### src/rtl/cpu_types_pkg.sv
// Shared CPU memory-side types: data word, RAM handshake state and the
// block arbiter's FSM encoding.
package cpu_types_pkg;

    typedef logic [31:0] word_t;

    typedef enum logic [1:0] {
        FREE   = 2'd0,
        BUSY   = 2'd1,
        ACCESS = 2'd2,
        ERROR  = 2'd3
    } ramstate_t;

    typedef enum logic [1:0] {
        IDLE    = 2'd0,
        BEAT0   = 2'd1,
        BEAT1   = 2'd2,
        RELEASE = 2'd3
    } arbstate_t;

    localparam int unsigned ARB_NREQ     = 2;
    localparam int unsigned ARB_BLKWORDS = 2;

endpackage

### src/rtl/rr_pick2.sv
// Two-way round-robin picker: the requester named by ptr has priority,
// the other one wins only when the pointed-to requester is idle.
module rr_pick2 (
    input  logic [1:0] req,
    input  logic       ptr,
    output logic [1:0] gnt
);

    logic other;

    assign other = ~ptr;

    always_comb begin
        gnt = 2'b00;
        if (req[ptr]) begin
            gnt[ptr] = 1'b1;
        end else if (req[other]) begin
            gnt[other] = 1'b1;
        end
    end

endmodule

### src/rtl/block_arbiter.sv
// Arbitrates two cache requesters onto one word-wide RAM port, moving a
// two-word block per grant (BEAT0, BEAT1) followed by a one-cycle RELEASE.
// Handshake: a beat completes only in a cycle where the granted requester
// still requests and ramstate==ACCESS; cwait[g] is low in exactly that cycle.
module block_arbiter
    import cpu_types_pkg::*;
#(
    parameter int unsigned NREQ     = ARB_NREQ,
    parameter int unsigned BLKWORDS = ARB_BLKWORDS
) (
    input  logic              CLK,
    input  logic              nRST,
    input  logic [NREQ-1:0]   cREN,
    input  logic [NREQ-1:0]   cWEN,
    input  word_t             caddr  [NREQ],
    input  word_t             cstore [NREQ],
    output logic [NREQ-1:0]   cwait,
    output word_t             cload,
    output logic [NREQ-1:0]   gnt,
    output logic              woff,
    input  ramstate_t         ramstate,
    input  word_t             ramload,
    output word_t             ramaddr,
    output word_t             ramstore,
    output logic              ramREN,
    output logic              ramWEN,
    output arbstate_t         dbg_state_o,
    output logic              dbg_ptr_o
);

    if (NREQ != 2 || BLKWORDS != 2) begin : g_param_check
        $error("block_arbiter supports only NREQ=2 and BLKWORDS=2");
    end

    arbstate_t  state_q, state_d;
    logic [1:0] gnt_q, gnt_d;
    logic       gidx_q, gidx_d;
    logic       wr_q, wr_d;
    logic       ptr_q, ptr_d;

    logic [1:0] req;
    logic [1:0] pick;
    logic       in_beat;
    logic       beat1;
    logic       still_req;
    word_t      sel_addr;

    // Sub-word address bits never reach the RAM; blocks are 8-byte aligned.
    logic [5:0] unused_addr_bits;
    assign unused_addr_bits = {caddr[1][2:0], caddr[0][2:0]};

    assign req       = cREN | cWEN;
    assign in_beat   = (state_q == BEAT0) || (state_q == BEAT1);
    assign beat1     = (state_q == BEAT1);
    assign still_req = req[gidx_q];
    assign sel_addr  = caddr[gidx_q];

    rr_pick2 u_pick (
        .req (req),
        .ptr (ptr_q),
        .gnt (pick)
    );

    always_ff @(posedge CLK or negedge nRST) begin
        if (!nRST) begin
            state_q <= IDLE;
            gnt_q   <= 2'b00;
            gidx_q  <= 1'b0;
            wr_q    <= 1'b0;
            ptr_q   <= 1'b0;
        end else begin
            state_q <= state_d;
            gnt_q   <= gnt_d;
            gidx_q  <= gidx_d;
            wr_q    <= wr_d;
            ptr_q   <= ptr_d;
        end
    end

    always_comb begin
        state_d = state_q;
        gnt_d   = gnt_q;
        gidx_d  = gidx_q;
        wr_d    = wr_q;
        ptr_d   = ptr_q;
        cwait   = '1;

        case (state_q)
            IDLE: begin
                if (|req) begin
                    gnt_d   = pick;
                    gidx_d  = pick[1];
                    // A requester raising both strobes is writing back.
                    wr_d    = |(pick & cWEN);
                    state_d = BEAT0;
                end
            end
            BEAT0, BEAT1: begin
                if (!still_req) begin
                    // Abandoned before completion: pointer deliberately untouched.
                    state_d = IDLE;
                    gnt_d   = 2'b00;
                end else if (ramstate == ACCESS) begin
                    cwait[gidx_q] = 1'b0;
                    if (beat1) begin
                        state_d = RELEASE;
                        gnt_d   = 2'b00;
                    end else begin
                        state_d = BEAT1;
                    end
                end
            end
            RELEASE: begin
                ptr_d   = ~gidx_q;
                state_d = IDLE;
            end
            default: begin
                state_d = IDLE;
                gnt_d   = 2'b00;
            end
        endcase
    end

    // RAM side is decoded from the registered state so reset silences it at once.
    always_comb begin
        woff     = 1'b0;
        ramaddr  = '0;
        ramstore = '0;
        ramREN   = 1'b0;
        ramWEN   = 1'b0;
        if (in_beat) begin
            woff     = beat1;
            ramaddr  = {sel_addr[31:3], beat1, 2'b00};
            ramstore = cstore[gidx_q];
            ramWEN   = wr_q;
            ramREN   = ~wr_q;
        end
    end

    assign gnt         = gnt_q;
    assign cload       = ramload;
    assign dbg_state_o = state_q;
    assign dbg_ptr_o   = ptr_q;

endmodule

### config.mk
export PLATFORM = sky130hd
export DESIGN_NAME = block_arbiter
export DESIGN_NICKNAME = d
export VERILOG_FILES = /design/src/rtl/cpu_types_pkg.sv /design/src/rtl/rr_pick2.sv /design/src/rtl/block_arbiter.sv
export SDC_FILE = /design/constraint.sdc
export NUM_CORES = 1
export LEC_CHECK = 0
export ABC_AREA = 1
export CAP_MARGIN = 15
export CORE_AREA = 2 2 107 109
export CTS_CLUSTER_SIZE = 16
export DETAILED_ROUTE_END_ITERATION = 6
export DIE_AREA = 0 0 109 111
export HOLD_SLACK_MARGIN = 0.08
export PLACE_DENSITY_LB_ADDON = 0.15
export SYNTH_ARGS = -nofsm -noshare
export SYNTH_HDL_FRONTEND = slang
export SYNTH_SLANG_ARGS = --single-unit
### constraint.sdc
create_clock -name CLK -period 1.32 [get_ports CLK]
set_input_delay 0.198 -clock CLK [delete_from_list [all_inputs] [get_ports CLK]]
set_output_delay 0.198 -clock CLK [all_outputs]
set_load 0.02 [all_outputs]
==> metrics.md <==
| Metric | Value |
|---|---|
| DIE WIDTH | 109 um |
| Grt ovf | 0 |
| Minimum clock period | 1750 ps |
| Slew Viols, Final | 0 |
| Placer Congestion | 0.751 |
| Area grow syn2layout | 168% |
| Synth warn | 0 |
| # diodes | 0 |
| RR Endpoint | gnt[0]$_DFFE_PN0P_ |
| Synth area leaders | nor2_1, o21ai_0, buf_4 |
| DRT iter0 DRCs | 86 |
| Sequential element share of the synthesized area | 11.0% |
| DR vias/cell | 4.08 |
| Net count reported at finish | 667 |
| Max Freq | 0.571 GHz |
| Switching share of power | 49.5% |
| R2R Setup Slk | -340 ps |
| IO buf count | 201 |
| Crit path max fanout | 6 |
| Mean post-synth cell area | 5.26 um^2 |
| Pint | 0.00593 W |
| H-Tree Depth | 1 |
| CTS tree | yes |
| NetSw | 0.00582 W |
| Cts hold-fix bufs | 0 |
| WP data required | 1120 ps |
| Worst skew pair latency | 240 ps |
| Clk slew on worst S/H paths | 40 ps |
| Skew final | 1.36 ps |
| Initial Util | 14.4% |
| Vias in the first global route | 2,570 |
| Root buffer cell | clkbuf_16 |
| Leak | 1.84 nW |
| Combinational Power Share | 91.9% |
| Period utilization | 133% |
| Violated checks | negative setup slack |
| HPWL after detailed placement | 6280 um |
| Largest area contributor in the netlist | nor2_1 |
| Fin. Hold Viols | 0 |
| Power share of the clock group | 4.5% |
| Share of power burned in registers | 3.6% |
| Std-Cell Core Area | 11,100 um^2 |
| Worst Setup End Kind | output pin |
| Setup_tns | -24,060 ps |
| Number of antenna violations at the first check in global routing | 0 |
| Critical Path AT | 1550 ps |
| Cell Pwr Density | 2750 nW/um^2 |
| Final Cell Area | 4280 um^2 |
| Kind of critical path | flip-flop to output pin |
| VDD IR max | 1.17 mV |
| Pre-CTS setup slack | -646 ps |
| Total track usage | 13.3% |
| 1st-pass router iterations | 4 |
| Syn Inst Count | 303 |
| Max Root-Sink Buffers | 2 |
| Clk sink count | 7 |
| Synth top cells by count | nor2_1, o21ai_0, buf_4 |
| Most numerous cell in the Yosys netlist | nor2_1 |
| Setup crit start kind | flip-flop |
| Dpl cell area | 3840 um^2 |
| Drt total wl | 8820 um |
| Global-route wire length before repair | 12,900 um |
| Via count | 2,603 |
| Max Cap Viol | 0 |
| Cell Rows | 39 |
| Async SR Flop Fraction | 100% |
| Final ANT Viol Nets | 0 |
| Die height | 111 um |
| Worst Hold Class | input pin to async pin |
| Io pins | 274 |
| Worst r2r src | dbg_state_o[1]$_DFFE_PN0P_ |
| Largest net degree at the start of global routing | 41 |
| EDFF count, synth | 0 |
| Residual DRC | 0 |
| Final WS setup | -430 ps |
| RSZ-0062 raised after global routing | true |
| Die ar. | 12,100 um^2 |
| Num CTS Buffers | 3 |
| Top-area cell type share of the netlist area | 30.4% |
| Layout cell share with drive strength beyond 1 | 41.2% |
| WHS | 252 ps |
| Register-to-Register Path Depth | 11 |
| Ys flop type | dfrtp_1 |
| Synthesized cell area | 1600 um^2 |
| Cell variety after synth | 24 |
| Final setup vio count | 70 |
| Synthesized flop and latch total | 7 |
| Avg WL per Cell | 13.8 um |
| Status | finished, violations left |
-- final cells by class --
class	instances	area, um^2
fill	1170	6800
timing repair buffer	242	2520
multi-input combinational	231	1270
sequential	7	179
tap	143	179
clock buffer	4	78.8
inverter	11	46.3
-- power by group through the flow --
stage | clock network (W) | logic, W | registers, W
finish | 0.000534 | 0.0108 | 0.000419
global placement | 0 | 0.00910 | 0.000411
floorplan | 0 | 0.00507 | 0.000467
detailed placement | 0 | 0.00909 | 0.000414
CTS | 0.000555 | 0.0103 | 0.000414
global route | 0.000560 | 0.0115 | 0.000430
-- cells in the final DEF, fill, tap and decap left out, types with 2 or more instances in the layout --
master             n
conb_1             2
buf_4             35
o21ai_1           55
dfrtp_1            4
nor2_1            65
inv_2              4
dfrtp_2            3
nor2_4             3
nand2_2            3
nand2_1           14
nand3_1            3
buf_6             62
a21oi_1            2
o21ai_0            2
clkdlybuf4s50_1  129
nor2_2            64
inv_1              6
ha_4               2
o21ai_2            8
clkbuf_16          4
buf_12             8
dlygate4sd2_1      3
-- worst max-delay path, stage by stage, from the launching register on --
cell and delay [ps]:
dfrtp_2 360, inv_2 50, ha_4 330, buf_6 140, buf_6 110, o21ai_1 70, nor2_2 120, buf_6 130
-- flip-flops by register name, summed over array words and instances (netlist names) --
signal and cells:
gidx_q 1, dbg_state_o 2, gnt 2, dbg_ptr_o 1, wr_q 1
-- layer usage --
| layer | GRT usage [%] | routed length (um) | vias to the layer above |
|---|---|---|---|
| li1 | - | - | 1308 |
| met1 | 14.1 | 3260 | 1170 |
| met2 | 25.4 | 4660 | 106 |
| met3 | 2.65 | 717 | 19 |
| met4 | 4.10 | 177 | 0 |
| met5 | 0 | 0 | - |
-- how the worst max path moves through the flow --
stage / start / to / slack, ps
floorplan: dbg_state_o[0]$_DFFE_PN0P_ / ramstore[2] / -200
global placement: dbg_state_o[1]$_DFFE_PN0P_ / ramstore[7] / -620
detailed placement: dbg_state_o[1]$_DFFE_PN0P_ / ramstore[7] / -650
CTS: dbg_state_o[1]$_DFFE_PN0P_ / ramstore[18] / -460
global route: dbg_state_o[0]$_DFFE_PN0P_ / ramstore[31] / -490
finish: dbg_state_o[0]$_DFFE_PN0P_ / ramstore[31] / -430
-- through the flow --
stage,utilization (%),power (W),cells
2_1_floorplan,-,0.00554,304
3_3_place_gp,34.7,0.00951,614
3_5_place_dp,34.7,0.00951,614
4_1_cts,37.3,0.0113,636
5_1_grt,38.6,0.0125,638
6_report,38.6,0.0118,638
-- cells by family after synthesis --
kind of cell             count (synthesis)  share of synthesized area (%)
buffers and inverters                   66                           25.0
flip-flops                               7                           11.0
AO/OA/AOI/OAI                           70                           22.1
other                                    1                          0.235
AND/OR/NAND/NOR                        156                           39.3
adder cells (fa/ha/maj)                  3                           2.35
-- repair_timing --
item / CTS / global route
hold endpoints to repair: 0 / 0
buffers inserted: 17 / 2
pin swaps: 13 / 16
gates cloned: 3 / 1
endpoints found under the setup margin: 76 / 73
gates resized for setup: 424 / 68
No activity file was read; power rests on OpenSTA's default activity.
